## src/rtl/uart_tx_buf.sv

```systemverilog
// Buffered 8N1/8N2 UART transmitter: valid/ready write port into a circular FIFO, internal baud divider.
// Define UART_TX_PARITY_EN to insert an even-parity bit after the data bits (8E1/8E2).
module uart_tx_buf #(
  parameter int CLKS_PER_BIT = 10417,
  parameter int FIFO_DEPTH   = 16,
  parameter int STOP_BITS    = 1
) (
  input  logic                          clk,
  input  logic                          rst_n,
  input  logic [7:0]                    wr_data,
  input  logic                          wr_valid,
  output logic                          wr_ready,
  output logic                          txd,
  output logic                          busy,
  output logic [$clog2(FIFO_DEPTH):0]   fifo_count
);

  localparam int PW = $clog2(FIFO_DEPTH);
  localparam int CW = PW + 1;
  localparam int DW = $clog2(CLKS_PER_BIT);
  localparam logic [DW-1:0] DIV_LAST  = DW'(CLKS_PER_BIT - 1);
  localparam logic [2:0]    STOP_LAST = 3'(STOP_BITS - 1);
  localparam logic [CW-1:0] FULL_CNT  = CW'(FIFO_DEPTH);

`ifdef UART_TX_PARITY_EN
  typedef enum logic [2:0] {IDLE, START, DATA, PARITY, STOP} state_t;
`else
  typedef enum logic [1:0] {IDLE, START, DATA, STOP} state_t;
`endif

  state_t        state_q, state_d;
  logic [DW-1:0] div_q, div_d;
  logic [2:0]    bit_q, bit_d;
  logic [7:0]    shift_q, shift_d;
  logic          txd_q, txd_d;
  logic [PW-1:0] wr_ptr_q, wr_ptr_d;
  logic [PW-1:0] rd_ptr_q, rd_ptr_d;
  logic [CW-1:0] count_q, count_d;
  logic [7:0]    mem_q [FIFO_DEPTH];

  logic wr_en;
  logic pop;
  logic div_last;
  logic fifo_empty;

  assign wr_ready   = (count_q != FULL_CNT);
  assign wr_en      = wr_valid && wr_ready;
  assign div_last   = (div_q == DIV_LAST);
  assign fifo_empty = (count_q == '0);

  // txd_d reflects the current state; registering it delays the line by one cycle uniformly.
  always_comb begin
    state_d = state_q;
    div_d   = div_q + 1'b1;
    bit_d   = bit_q;
    shift_d = shift_q;
    txd_d   = 1'b1;
    pop     = 1'b0;
    case (state_q)
      IDLE: begin
        div_d = '0;
        if (!fifo_empty) begin
          pop     = 1'b1;
          shift_d = mem_q[rd_ptr_q];
          state_d = START;
        end
      end
      START: begin
        txd_d = 1'b0;
        if (div_last) begin
          div_d   = '0;
          bit_d   = '0;
          state_d = DATA;
        end
      end
      DATA: begin
        txd_d = shift_q[bit_q];
        if (div_last) begin
          div_d = '0;
          if (bit_q == 3'd7) begin
            bit_d = '0;
`ifdef UART_TX_PARITY_EN
            state_d = PARITY;
`else
            state_d = STOP;
`endif
          end else begin
            bit_d = bit_q + 3'd1;
          end
        end
      end
`ifdef UART_TX_PARITY_EN
      PARITY: begin
        txd_d = ^shift_q;
        if (div_last) begin
          div_d   = '0;
          bit_d   = '0;
          state_d = STOP;
        end
      end
`endif
      STOP: begin
        txd_d = 1'b1;
        if (div_last) begin
          div_d = '0;
          if (bit_q == STOP_LAST) begin
            bit_d = '0;
            // Chain straight into the next start bit when more data is queued.
            if (!fifo_empty) begin
              pop     = 1'b1;
              shift_d = mem_q[rd_ptr_q];
              state_d = START;
            end else begin
              state_d = IDLE;
            end
          end else begin
            bit_d = bit_q + 3'd1;
          end
        end
      end
      default: begin
        state_d = IDLE;
        div_d   = '0;
        bit_d   = '0;
      end
    endcase
  end

  always_comb begin
    wr_ptr_d = wr_ptr_q;
    rd_ptr_d = rd_ptr_q;
    count_d  = count_q;
    if (wr_en) wr_ptr_d = wr_ptr_q + PW'(1);
    if (pop)   rd_ptr_d = rd_ptr_q + PW'(1);
    case ({wr_en, pop})
      2'b10:   count_d = count_q + CW'(1);
      2'b01:   count_d = count_q - CW'(1);
      default: count_d = count_q;
    endcase
  end

  always_ff @(posedge clk or negedge rst_n) begin
    if (!rst_n) begin
      state_q  <= IDLE;
      div_q    <= '0;
      bit_q    <= '0;
      shift_q  <= '0;
      txd_q    <= 1'b1;
      wr_ptr_q <= '0;
      rd_ptr_q <= '0;
      count_q  <= '0;
    end else begin
      state_q  <= state_d;
      div_q    <= div_d;
      bit_q    <= bit_d;
      shift_q  <= shift_d;
      txd_q    <= txd_d;
      wr_ptr_q <= wr_ptr_d;
      rd_ptr_q <= rd_ptr_d;
      count_q  <= count_d;
    end
  end

  // Storage array is not reset; the count and pointers define what is valid.
  always_ff @(posedge clk) begin
    if (wr_en) mem_q[wr_ptr_q] <= wr_data;
  end

  assign txd        = txd_q;
  assign busy       = (state_q != IDLE) || !fifo_empty;
  assign fifo_count = count_q;

endmodule

```

## config.mk

```make
export PLATFORM = sky130hd
export DESIGN_NAME = uart_tx_buf
export DESIGN_NICKNAME = d
export VERILOG_FILES = /design/src/rtl/uart_tx_buf.sv
export SDC_FILE = /design/constraint.sdc
export NUM_CORES = 1
export LEC_CHECK = 0
export CAP_MARGIN = 20
export CORE_MARGIN = 2
export CORE_UTILIZATION = 25
export CTS_BUF_LIST = sky130_fd_sc_hd__clkbuf_8
export DETAILED_ROUTE_END_ITERATION = 7
export MAX_ROUTING_LAYER = met4
export SKIP_LAST_GASP = 1
export SLEW_MARGIN = 20
export SYNTH_ARGS = -nofsm -noshare
export SYNTH_HDL_FRONTEND = slang
export SYNTH_SLANG_ARGS = --single-unit
```

## constraint.sdc

```tcl
create_clock -name clk -period 4.57 [get_ports clk]
set_input_delay 0.914 -clock clk [delete_from_list [all_inputs] [get_ports clk]]
set_output_delay 0.914 -clock clk [all_outputs]
set_load 0.02 [all_outputs]
```

==> flow_metrics.env <==
export IMPL_cpMaxStageDelayCell="or4b_4"
export IMPL_max_freq_ghz=0.289
export IMPL_critPathMaxStageDelay_ps=470
export IMPL_gr_total_overflow=0
export IMPL_crit_arrival_ps=3840
export IMPL_grt_pass1_wl_mm=22.1
export IMPL_area_growth_pct=13.7
export IMPL_worstHoldPathCells=1
export IMPL_die_area_mm2=0.0299
export IMPL_slew_violations=0
export IMPL_synth_simple_area_share=0.0717
export IMPL_gp_congestion=0.754
export IMPL_wl_per_cell_um=16.6
export IMPL_synth_top_family_by_area="multiplexers"
export IMPL_fin_crit_ps=3460
export IMPL_cap_viol_max_count=0
export IMPL_p_leak_nw=2.84
export IMPL_cts_tree="done"
export IMPL_tightest_slew_ps=905
export IMPL_rows=61
export IMPL_synth_async_reset_ratio=0.243
export IMPL_powerDensity_mw_per_mm2=595
export IMPL_wl_mm=13.9
export IMPL_synth_seq_cells=169
export IMPL_netlist_area_mm2=0.00714
export IMPL_route_detailed_drc=0
export IMPL_postCtsHoldBufs=0
export IMPL_initial_utilization=0.256
export IMPL_cp_cell_sequence="inv_1 -> ha_1 -> or4b_4 -> nor4_4 -> a31oi_1 -> nor2_2 -> ha_1 -> inv_1 -> fa_1 -> nor2b_1 -> o21ai_0 -> and3_1 -> nor3_1 -> xor2_1"
export IMPL_cts_sinks=169
export IMPL_synthFlopType="edfxtp_1"
export IMPL_crit_fanout=5
export IMPL_synth_compound_area_frac=0.0323
export IMPL_synth_mux_area_frac=0.131
export IMPL_antenna_cells=0
export IMPL_rsz0062_at_grt="false"
export IMPL_relSlewSlack=0.397
export IMPL_via_count=3637
export IMPL_holdPathEnd="shift_q[2]$_DFFE_PN0P_"
export IMPL_cts_resized=0
export IMPL_layout_nets=479
export IMPL_die_y_um=173
export IMPL_port_buffers=18
export IMPL_period_share=0.756
export IMPL_r2r_setup_slack_ps=1110
export IMPL_vdd_drop_max_v=0.000288
export IMPL_cts_root_buffer="clkbuf_8"
export IMPL_grt_pass1_vias=3927
export IMPL_fin_tns_setup_ps=0
export IMPL_fin_worst_skew_ps=15.1
export IMPL_synth_cells=424
export IMPL_seq_area_frac_synth=0.682
export IMPL_ant_nets=0
export IMPL_synth_cell_types=44
export IMPL_cts_setup_buffers=0
export IMPL_worstPathRequired_ps=4960
export IMPL_placed_cell_area_mm2=0.00775
export IMPL_fillers=2792
export IMPL_outcome="finished clean"
export IMPL_yosysWarnings=0
export IMPL_reg2reg_to="fifo_count[4]$_DFFE_PN0P_"
export IMPL_critPathLaunchType="register"
export IMPL_r2r_start="div_q[0]$_DFF_PN0_"
export IMPL_dp_hpwl_mm=9.16
export IMPL_clk_latency_ps=450
export IMPL_syn_num_nets=455
export IMPL_worstSetupEndpointType="register"
export IMPL_io_pins=19
export IMPL_die_w_um=173
export IMPL_design_area_mm2=0.00812
export IMPL_synth_fa_ha_area_frac=0.0361
export IMPL_layout_drive_gt1_share=0.202
export IMPL_hold_viol=0
export IMPL_grt_usage=0.101
export IMPL_path_clk_slew_ps=90
export IMPL_clockBufferDepth=2
export IMPL_cts_buffers=17
export IMPL_synth_avg_cell_area_um2=16.8
export IMPL_grt_max_degree=42
export IMPL_crit_type="reg -> reg"
export IMPL_h_tree_depth=4
export IMPL_antenna_found_initial=0
export IMPL_core_area_mm2=0.0279
export IMPL_drtIter0Drc=356
export IMPL_setup_viol=0
export IMPL_worstHoldPathType="reg -> reg"
export IMPL_synth_xor_area_frac=0.0270
export IMPL_worstHoldStart="shift_q[2]$_DFFE_PN0P_"
export IMPL_reg2reg_depth=14
export IMPL_firstDrtPassIters=4
export IMPL_drt_vias_per_instance=4.33
export IMPL_synth_edf_count=128
## power breakdown
group | internal (mW) | switching (mW) | total [mW] | leakage (nW)
clock network | 0.442 | 0.578 | 1.02 | 0.194
registers | 1.91 | 0.293 | 2.21 | 1.67
logic | 0.817 | 0.787 | 1.60 | 0.968
## how the worst max path moves through the flow
stage                            start                   endpoint  slack [ps]  depth (start not counted)
CTS                 div_q[0]$_DFF_PN0_  fifo_count[4]$_DFFE_PN0P_        1100                         14
detailed placement  div_q[0]$_DFF_PN0_  fifo_count[4]$_DFFE_PN0P_        1100                         14
finish              div_q[0]$_DFF_PN0_  fifo_count[4]$_DFFE_PN0P_        1110                         14
floorplan           div_q[0]$_DFF_PN0_  fifo_count[4]$_DFFE_PN0P_        1410                         14
global route        div_q[0]$_DFF_PN0_  fifo_count[4]$_DFFE_PN0P_         820                         14
global placement    div_q[0]$_DFF_PN0_  fifo_count[4]$_DFFE_PN0P_        1240                         14
## cell families (layout without fill, tap and decap cells)
| group | count (synthesis) | after routing |
|---|---|---|
| flip-flops | 169 | 169 |
| AO/OA/AOI/OAI | 34 | 34 |
| AND/OR/NAND/NOR | 99 | 99 |
| adder cells (fa/ha/maj) | 20 | 20 |
| XOR/XNOR | 22 | 22 |
| buffers and inverters | 33 | 70 |
| multiplexers | 47 | 47 |
## area by class of cell
class | instances | area [um^2] | area share
sequential | 169 | 4870 | 0.600
multi-input combinational | 222 | 2130 | 0.262
tap | 378 | 473 | 0.0583
clock buffer | 17 | 234 | 0.0288
timing repair buffer | 23 | 213 | 0.0262
clock inverter | 15 | 139 | 0.0171
inverter | 15 | 56.3 | 0.00693
## cells in the mapped netlist, drive strengths merged (3+ instances only)
| cell type | count | area (um^2) |
|---|---|---|
| xnor2 | 7 | 61.3 |
| inv | 15 | 56.3 |
| mux2 | 10 | 143 |
| o21ai | 6 | 30.0 |
| nor2 | 32 | 123 |
| ha | 19 | 238 |
| buf | 8 | 42.5 |
| nand2 | 24 | 92.6 |
| mux4 | 34 | 766 |
| mux2i | 3 | 30.0 |
| nor3 | 7 | 35.0 |
| xor2 | 15 | 131 |
| edfxtp | 128 | 3840 |
| clkbuf | 10 | 37.5 |
| nor4 | 3 | 33.8 |
| and3 | 4 | 25.0 |
| nor2b | 6 | 37.5 |
| dfrtp | 40 | 1000 |
| nand3 | 5 | 25.0 |
| a21oi | 4 | 20.0 |
| nand2b | 4 | 25.0 |
| a22oi | 16 | 120 |
## per-stage QoR
stage | cells | util | hold WS (ps) | total power [mW] | worst slack, ps
after floorplan | 424 | - | 468 | 3.40 | 1410
after global placement | 807 | 0.277 | 485 | 3.80 | 1240
after detailed placement | 807 | 0.277 | 499 | 3.88 | 1100
after CTS | 839 | 0.291 | 519 | 4.90 | 1100
after global routing | 839 | 0.291 | 542 | 5.12 | 823
final | 839 | 0.291 | 515 | 4.83 | 1110
## sequential cells by signal, indices dropped and copies added, names as in the netlist
register    cells
state_q         2
div_q          14
fifo_count      5
mem_q         128
shift_q         8
rd_ptr_q        4
txd             1
bit_q           3
wr_ptr_q        4
## cell usage in the layout, fill, tap and decap left out, drive strengths merged, types with 16 or more instances in the layout
master         count
a22oi             16
clkbuf            17
clkdlybuf4s50     17
dfrtp             40
edfxtp           128
ha                19
inv               23
mux4              34
nand2             24
nor2              32
## critical path: cells and delay by family, from the launching register on
family	cells	cell delay, ps
DFF	1	430
buffers and inverters	2	180
AOI/OAI and AO/OA	2	300
and+or+nand+nor	6	1510
adders and majority gates	3	800
xor gates and xnor gates	1	160
## metal layers
metal / track usage / vias up / part of all wire / wire (um)
met4: 0.0325 / 0 / 0.0094 / 130
met1: 0.124 / 1888 / 0.44 / 6080
met3: 0.0240 / 10 / 0.047 / 655
li1: - / 1653 / - / -
met5: - / - / 0 / 0
met2: 0.163 / 86 / 0.51 / 7020
No activity file was read; power rests on OpenSTA's default activity.
